<file path="config.mk">
export PLATFORM = sky130hd
export DESIGN_NAME = phase_step_sequencer
export DESIGN_NICKNAME = d
export VERILOG_FILES = /design/src/rtl/phase_step_sequencer.sv
export SDC_FILE = /design/constraint.sdc
export NUM_CORES = 1
export LEC_CHECK = 0
export CORE_MARGIN = 3
export CORE_UTILIZATION = 49
export DETAILED_ROUTE_END_ITERATION = 16
export GPL_ROUTABILITY_DRIVEN = 1
export GPL_TIMING_DRIVEN = 0
export PLACE_DENSITY = 0.75
export SLEW_MARGIN = 10
export SYNTH_ARGS = -nofsm -noshare
export SYNTH_HDL_FRONTEND = slang
export SYNTH_SLANG_ARGS = --single-unit
</file>
<file path="constraint.sdc">
create_clock -name CLK_IN -period 3.8 [get_ports CLK_IN]
set_input_delay 1.14 -clock CLK_IN [delete_from_list [all_inputs] [get_ports CLK_IN]]
set_output_delay 1.14 -clock CLK_IN [all_outputs]
set_load 0.02 [all_outputs]
</file>
<file path="src/rtl/phase_step_sequencer.sv">
// phase_step_sequencer
//
// Purpose: steps the phase code of a high-frequency modulation clock
// generator through a programmable sequence. Each step settles for
// SETTLE_CYCLES+1 cycles, exposes for HOLD_CYCLES+1 cycles, then spends one
// NEXT cycle advancing the phase. All sequence settings are captured into
// shadow registers when a sequence starts, so the inputs may change freely
// while BUSY is high.
//
// Ports:
//   CLK_IN        sole clock, rising edge
//   RST           synchronous active-high reset (highest priority)
//   START         begin a sequence (IDLE only, ignored together with STOP)
//   STOP          abort to IDLE from any state
//   PHASE_START   first phase code
//   PHASE_INC     phase increment per step (mod 32)
//   NUM_STEPS     steps per sequence, 0 encodes 32
//   SETTLE_CYCLES settle length minus one
//   HOLD_CYCLES   exposure length minus one
//   FREQ_SEL_IN   frequency code applied for the sequence
//   DUTY_SEL_IN   duty code applied for the sequence
//   LOOP          restart from PHASE_START after the last step
//   FREQ_SEL, PHASE_SEL, DUTY_SEL  registered codes to the clock generator
//   EXPOSE        exposure window
//   BUSY          sequence active
//   STEP_IDX      current step index
//   STEP_DONE     one-cycle pulse in the NEXT cycle of every step
//   SEQ_DONE      one-cycle pulse in the NEXT cycle of the last step
//
// States:
//   state    | meaning
//   S_IDLE   | waiting for START, code outputs hold their last values
//   S_SETTLE | generator settling on the new phase, EXPOSE low
//   S_EXPOSE | exposure window, EXPOSE high
//   S_NEXT   | one-cycle step boundary, STEP_DONE high, phase advances
module phase_step_sequencer #(
  parameter int HOLD_W = 16
) (
  input  logic              CLK_IN,
  input  logic              RST,
  input  logic              START,
  input  logic              STOP,
  input  logic [4:0]        PHASE_START,
  input  logic [4:0]        PHASE_INC,
  input  logic [4:0]        NUM_STEPS,
  input  logic [7:0]        SETTLE_CYCLES,
  input  logic [HOLD_W-1:0] HOLD_CYCLES,
  input  logic [2:0]        FREQ_SEL_IN,
  input  logic [3:0]        DUTY_SEL_IN,
  input  logic              LOOP,
  output logic [2:0]        FREQ_SEL,
  output logic [4:0]        PHASE_SEL,
  output logic [3:0]        DUTY_SEL,
  output logic              EXPOSE,
  output logic              BUSY,
  output logic [4:0]        STEP_IDX,
  output logic              STEP_DONE,
  output logic              SEQ_DONE
);

  // One down-counter serves both the settle and the hold interval.
  localparam int CNT_W = (HOLD_W > 8) ? HOLD_W : 8;

  typedef enum logic [1:0] {
    S_IDLE,
    S_SETTLE,
    S_EXPOSE,
    S_NEXT
  } state_t;

  state_t            state;
  logic [CNT_W-1:0]  cnt;

  logic [4:0]        phase_start_q;
  logic [4:0]        phase_inc_q;
  logic [4:0]        num_steps_q;
  logic [7:0]        settle_q;
  logic [HOLD_W-1:0] hold_q;
  logic              loop_q;

  // NUM_STEPS=0 wraps to 31 here, which is exactly the last index of a
  // 32-step sequence.
  logic [4:0]        last_idx;
  logic              last_step;

  assign last_idx  = num_steps_q - 5'd1;
  assign last_step = (STEP_IDX == last_idx);

  always_ff @(posedge CLK_IN) begin
    if (RST) begin
      state         <= S_IDLE;
      cnt           <= '0;
      phase_start_q <= '0;
      phase_inc_q   <= '0;
      num_steps_q   <= '0;
      settle_q      <= '0;
      hold_q        <= '0;
      loop_q        <= 1'b0;
      FREQ_SEL      <= '0;
      PHASE_SEL     <= '0;
      DUTY_SEL      <= '0;
      STEP_IDX      <= '0;
      EXPOSE        <= 1'b0;
      BUSY          <= 1'b0;
      STEP_DONE     <= 1'b0;
      SEQ_DONE      <= 1'b0;
    end else if (STOP) begin
      // Abort: code outputs and STEP_IDX are left as they are.
      state     <= S_IDLE;
      cnt       <= '0;
      EXPOSE    <= 1'b0;
      BUSY      <= 1'b0;
      STEP_DONE <= 1'b0;
      SEQ_DONE  <= 1'b0;
    end else begin
      case (state)
        S_IDLE: begin
          if (START) begin
            phase_start_q <= PHASE_START;
            phase_inc_q   <= PHASE_INC;
            num_steps_q   <= NUM_STEPS;
            settle_q      <= SETTLE_CYCLES;
            hold_q        <= HOLD_CYCLES;
            loop_q        <= LOOP;
            FREQ_SEL      <= FREQ_SEL_IN;
            DUTY_SEL      <= DUTY_SEL_IN;
            PHASE_SEL     <= PHASE_START;
            STEP_IDX      <= '0;
            cnt           <= CNT_W'(SETTLE_CYCLES);
            BUSY          <= 1'b1;
            state         <= S_SETTLE;
          end
        end

        S_SETTLE: begin
          if (cnt == '0) begin
            cnt    <= CNT_W'(hold_q);
            EXPOSE <= 1'b1;
            state  <= S_EXPOSE;
          end else begin
            cnt <= cnt - CNT_W'(1);
          end
        end

        S_EXPOSE: begin
          if (cnt == '0) begin
            EXPOSE    <= 1'b0;
            STEP_DONE <= 1'b1;
            SEQ_DONE  <= last_step;
            state     <= S_NEXT;
          end else begin
            cnt <= cnt - CNT_W'(1);
          end
        end

        S_NEXT: begin
          STEP_DONE <= 1'b0;
          SEQ_DONE  <= 1'b0;
          cnt       <= CNT_W'(settle_q);
          if (!last_step) begin
            PHASE_SEL <= PHASE_SEL + phase_inc_q;
            STEP_IDX  <= STEP_IDX + 5'd1;
            state     <= S_SETTLE;
          end else if (loop_q) begin
            PHASE_SEL <= phase_start_q;
            STEP_IDX  <= '0;
            state     <= S_SETTLE;
          end else begin
            BUSY  <= 1'b0;
            state <= S_IDLE;
          end
        end

        default: begin
          state  <= S_IDLE;
          BUSY   <= 1'b0;
          EXPOSE <= 1'b0;
        end
      endcase
    end
  end

endmodule
</file>
==> summary.txt <==
Outcome
  – Outcome: finished, final reports clean

Floorplan
  – Num rows: 32
  – Core area: 7888 µm²
  – Die width: 97.17 µm
  – IO Pins: 72
  – DIE AREA: 9441 µm²
  – Die H: 97.17 µm
  – Starting Density: 0.5163

Min path
  – Hold crit path type: flip-flop to flip-flop
  – Hold Startpoint: hold_q[14]$_SDFFE_PP0P_
  – Hold path cells: 2
  – Worst Hold Endpoint: hold_q[14]$_SDFFE_PP0P_

Critical path
  – Startpoint Class: primary input
  – Reg2reg end: PHASE_SEL[4]$_SDFFE_PP0P_
  – Crit path max fanout: 10
  – CP required: 4.10 ns
  – Critical Path End Type: flip-flop
  – Register-to-Register Path Depth: 10
  – Path type of the worst setup path: primary input to flip-flop
  – Arr. time, crit path: 3.32 ns
  – Worst reg2reg setup slack: 1.08 ns
  – R2R Path Start: state[0]$_SDFFE_PP0P_

Clocking
  – Clk Latency, worst-skew pair: 0.36 ns
  – Max H-tree Level: 3
  – Hold buffer count at CTS: 0
  – CTS tree: done
  – CTS Buf Count: 9
  – Setup bufs post-CTS: 0
  – Clk buf depth: 2
  – Post-cts sizing count: 0
  – Clock-pin slew of the registers on the worst-case setup and hold paths: 0.08 ns
  – Total clock sinks: 79
  – Root buffer cell: clkbuf_8

Route
  – Routed Antenna Nets: 0
  – DRC Markers: 0
  – Drt via density: 5.755
  – DR WL/cell: 16.29 µm
  – DR iter-0 viols: 293
  – DR vias: 4046
  – DRT Pass-1 Iters: 5
  – Final WL: 11.45 mm

Final layout
  – Final Util: 0.6488
  – Post-route cell area: 5117 µm²
  – Fin nets: 659
  – Post-Layout Cell Count: 703
  – Diode count: 0
  – Syn-to-layout area delta: 25.65%
  – Filler cells: 675
  – Share of cells above drive strength 1: 0.05990
  – Register area: 1582 µm²
  – Area of the multi-input gates: 2307 µm²

Logic synthesis
  – Count of flip-flops with a built-in enable after synthesis: 0
  – Sequential area share after synthesis: 0.3883
  – Flops & latches, synth: 79
  – Synthesized area per cell: 7.893 µm²
  – Synthesized area: 4073 µm²
  – Gate Count Post-Synth: 516
  – Yosys warns: 0
  – Top FF cell, synth: dfxtp_1
  – XOR/XNOR Fraction of Synth Area: 0.03871
  – Post-synthesis simple-gate area fraction: 0.2531
  – Mux contribution to synthesized area: 0.01229
  – Synth unique cells: 64
  – Compound-Gate Fraction of Synth Area: 0.2237
  – Synth Area in Adders: 0.03871
  – Largest family of logic cells by synthesized area: simple AND/OR/NAND/NOR gates
  – Async S/R FF share, synth: 0
  – Syn Nets: 579

Global route
  – Initial antenna violation count: 0
  – Total GRT Usage: 0.2413
  – Global-route wire length before repair: 18.89 mm
  – Remaining global-route overflow: 0
  – Number of global-route vias before repair: 3915
  – Largest net degree at the start of global routing: 16

STA
  – Clock skew: 0.01092 ns
  – Setup WS post-layout: 0.7736 ns
  – Total negative slack: 0 ns
  – Tmin final: 3.026 ns
  – Worst slew pin tran: 0.7439 ns
  – Setup violations, final: 0
  – Final Hold Vio Count: 0
  – RSZ-0062 raised after global routing: no
  – Max_slew headroom: 0.5022
  – Tcrit/Tclk final: 0.7964
  – Fmax: 330.4 MHz
  – Slew Limit Fails: 0

Flow run
  – Max-Cap Viols: 0

Placed design
  – Sum of net half-perimeters after detailed placement: 8.462 mm
  – GPL Wtd Cong: 0.8674
  – Buffers on Ports: 69
  – Placed instance area: 4891 µm²
  – Dpl cells: 687
  – DP Worst Slack: 0.4843 ns

Pwr
  – P_leak: 0.001858 µW
  – Power per cell area: 400.1 nW/µm²
  – Max VDD drop: 0.3298 mV
[routing by layer]
metal	up-vias	part of all wire	wire length, µm	track usage
li1	1970	-	-	-
met1	1891	0.42	4867	0.3081
met2	156	0.47	5384	0.4029
met3	29	0.080	919	0.05958
met4	0	0.024	280	0.07127
met5	-	0	0	0
[cell usage after synthesis (2+ instances only)]
cell      instances  share of area
nand2_1         118           0.11
dfxtp_1          79           0.39
a21oi_1          67          0.082
nor2_1           29          0.027
clkbuf_1         25          0.023
o21ai_0          20          0.025
inv_1            14          0.013
xnor2_1          12          0.026
ha_1             11          0.034
a221oi_1          8          0.017
nor2b_1           8          0.012
or3_1             8          0.012
nand3_1           7         0.0086
nand2b_1          6         0.0092
nor3_1            6         0.0074
xor2_1            6          0.013
a31oi_1           5         0.0077
a32o_1            5          0.012
mux2i_1           5          0.012
o31ai_1           4         0.0074
or2_2             4         0.0061
or4_1             4         0.0074
a211o_1           3         0.0065
a21boi_0          3         0.0055
a221o_1           3         0.0074
a22oi_1           3         0.0055
buf_2             3         0.0037
nand4_1           3         0.0046
o211ai_1          3         0.0055
o21a_1            3         0.0055
a211oi_1          2         0.0037
a22o_1            2         0.0043
and2_1            2         0.0031
buf_1             2         0.0018
buf_4             2         0.0037
nand3b_1          2         0.0037
nand4b_1          2         0.0043
[report_power, final]
part / leakage, µW / switching [µW] / internal (µW) / total, µW
Sequential: 0.000644 / 35.0 / 866 / 901
Clock: 0.000111 / 339 / 378 / 717
Combinational: 0.00110 / 242 / 187 / 429
[kinds of logic after synthesis]
kind of cell,Yosys count
flip-flops,79
AO/OA/AOI/OAI,144
multiplexers,5
buffers and inverters,46
XOR/XNOR,18
AND/OR/NAND/NOR,212
adder cells (fa/ha/maj),12
[critical path, stage by stage]
cell and delay (ns):
clkdlybuf4s50_1 0.54, or2_2 0.37, clkbuf_1 0.30, nor2_1 0.43, o21a_1 0.30, o2111ai_1 0.15
nand3_1 0.09
[how the worst max path moves through the flow]
| stage | startpoint | depth (start not counted) | slack (ns) | to |
|---|---|---|---|---|
| after floorplan | START | 7 | 1.18 | PHASE_SEL[1]$_SDFFE_PP0P_ |
| after global placement | STOP | 7 | 0.53 | cnt[10]$_SDFFE_PP0P_ |
| after detailed placement | STOP | 7 | 0.48 | cnt[10]$_SDFFE_PP0P_ |
| after CTS | STOP | 7 | 0.85 | cnt[10]$_SDFFE_PP0P_ |
| after global routing | STOP | 7 | 0.72 | cnt[10]$_SDFFE_PP0P_ |
| final | STOP | 7 | 0.77 | cnt[10]$_SDFFE_PP0P_ |
[stage by stage]
stage          hold slack [ns]  power [µW]
2_1_floorplan           0.4317        1187
3_3_place_gp            0.4399        1333
3_5_place_dp            0.4479        1343
4_1_cts                 0.4592        2053
5_1_grt                 0.4798        2133
6_report                0.4578        2047
[layout by cell type (no fill, tap or decap), types with 8 or more instances in the layout]
| master | n |
|---|---|
| a21oi_1 | 67 |
| a221oi_1 | 8 |
| clkbuf_1 | 25 |
| clkbuf_8 | 9 |
| clkdlybuf4s50_1 | 69 |
| dfxtp_1 | 79 |
| ha_1 | 11 |
| inv_1 | 14 |
| nand2_1 | 118 |
| nor2_1 | 29 |
| nor2b_1 | 8 |
| o21ai_0 | 20 |
| or3_1 | 8 |
| xnor2_1 | 12 |
[sequential cells by signal, indices dropped and copies added (netlist names)]
signal	count
BUSY	1
DUTY_SEL	4
EXPOSE	1
FREQ_SEL	3
PHASE_SEL	5
SEQ_DONE	1
STEP_DONE	1
STEP_IDX	5
cnt	16
hold_q	16
loop_q	1
num_steps_q	5
phase_inc_q	5
phase_start_q	5
settle_q	8
state	2
[cell type report]
type / instances / share of cell area
timing repair buffer: 69 / 0.1350
multi-input combinational: 391 / 0.4509
sequential: 79 / 0.3090
clock inverter: 7 / 0.02005
buffer: 32 / 0.02567
tap: 102 / 0.02494
inverter: 14 / 0.01027
clock buffer: 9 / 0.02421
No activity file was read; power rests on OpenSTA's default activity.
==> variant, RTL diff (same flow settings) <==
Set the parameter `HOLD_W` to 32 (it was 16).
--- a/src/rtl/phase_step_sequencer.sv
+++ b/src/rtl/phase_step_sequencer.sv
@@ -34,7 +34,7 @@
 //   S_EXPOSE | exposure window, EXPOSE high
 //   S_NEXT   | one-cycle step boundary, STEP_DONE high, phase advances
 module phase_step_sequencer #(
-  parameter int HOLD_W = 16
+  parameter int HOLD_W = 32
 ) (
   input  logic              CLK_IN,
   input  logic              RST,
Interface: changed (resized HOLD_CYCLES); port bits go from 72 to 88. No check against the original RTL was run, so the function may have changed too.
==> variant against the unedited design <==
Wire length increased by 57%; worst setup slack got worse by 90 ps; total power grew 32%; non-clock buffer count rose by 36; cell area increased by 36%; synthesized area rose by 39%; sequential cell count increased by 32; largest cell class unchanged.
==> variant: results (changes against the unedited design) <==
proportion of total power due to net switching 30.3% (+0.16 points); Post-DP Area 6700 um^2 (+37%); via count of the first global-routing pass 5649 (+44%); Hold Path Origin hold_q[18]; Root Buffer Master clkbuf_16; most numerous cell types in the synthesized netlist 154 x nand2_1, 111 x dfxtp_1, 89 x a21oi_1; maximum number of pins on one net before global-route repair 18 (+2); WHS 457 ps (-0.782 ps); global router's overall resource usage 28.0% (+3.9 points); register area share after synthesis 39.2% (+0.42 points); I/O Buffers 86 (+25%); total length of routed met2 wires 8590 um (+60%); fraction of the mapped netlist area in compound gates 23.2% (+0.82 points); met2 Track Usage GR 46.0% (+5.7 points); reg-to-reg startpoint cnt[22]; worst reg-to-reg path cell count 7 (-3); clock tree skew after final layout 8.09 ps (-2.82 ps); layout filler cell count 1007 (+49%); slew of the pin with the lowest slew margin 1080 ps (+335 ps); via count 5847 (+45%); multiplexer share of the synthesized area 1.61% (+0.38 points); Worst Setup Slack post-DPL 343 ps (-141 ps); met3 track utilization from global routing 5.62% (-0.34 points); met1 track demand over resource in global routing 36.1% (+5.3 points); GP Congestion 0.913 (+5.2%); status complete, no violations; flop-to-flop setup slack 870 ps (-210 ps); post-synthesis adder-cell area fraction 3.01% (-0.87 points); data arrival time of the critical path 3420 ps (+100 ps)
[variant: cell types whose count changed in the layout (fill, tap and decap cells not counted), moves of 17 or more]
cell	before	now
nor3_1	6	23
clkdlybuf4s50_1	69	86
nand2_1	118	154
dfxtp_1	79	111
o21ai_0	20	40
a21oi_1	67	89
[variant: through the flow]
| step | util, % | total power (uW) | std cells |
|---|---|---|---|
| floorplan | - | 1600 | 735 |
| global placement | 60.5 | 1810 | 961 |
| detailed placement | 60.5 | 1820 | 961 |
| CTS | 63.0 | 2710 | 977 |
| global route | 63.0 | 2830 | 977 |
| finish | 63.0 | 2710 | 977 |
[variant: layout make-up]
cell class / count / area [um^2] / share of cell area (%)
Buffer: 51 / 218 / 3.12
Clock buffer: 11 / 243 / 3.48
Clock inverter: 5 / 33.8 / 0.484
Inverter: 20 / 75.1 / 1.08
Multi-Input combinational cell: 553 / 3150 / 45.1
Sequential cell: 111 / 2220 / 31.9
Tap cell: 140 / 175 / 2.51
Timing Repair Buffer: 86 / 861 / 12.3
[variant: power groups by stage]
stage | Sequential, uW | Clock, uW | Combinational [uW]
global placement | 1270 | 0 | 546
finish | 1240 | 900 | 568
CTS | 1240 | 910 | 558
detailed placement | 1270 | 0 | 555
global route | 1250 | 959 | 619
floorplan | 1270 | 0 | 337
[variant: how the worst max path moves through the flow]
stage	from	to	cells past startpoint
after floorplan	RST	cnt[23]	7
after global placement	START	DUTY_SEL[2]	6
after detailed placement	START	hold_q[27]	6
after CTS	START	hold_q[27]	6
after global routing	START	hold_q[25]	6
final	START	hold_q[25]	6
[variant: critical path: stages]
cell             delay [ps]
clkdlybuf4s50_1         580
nand2_1                 150
nor2_1                  850
clkbuf_1                430
nand2_1                 130
a21oi_1                 140
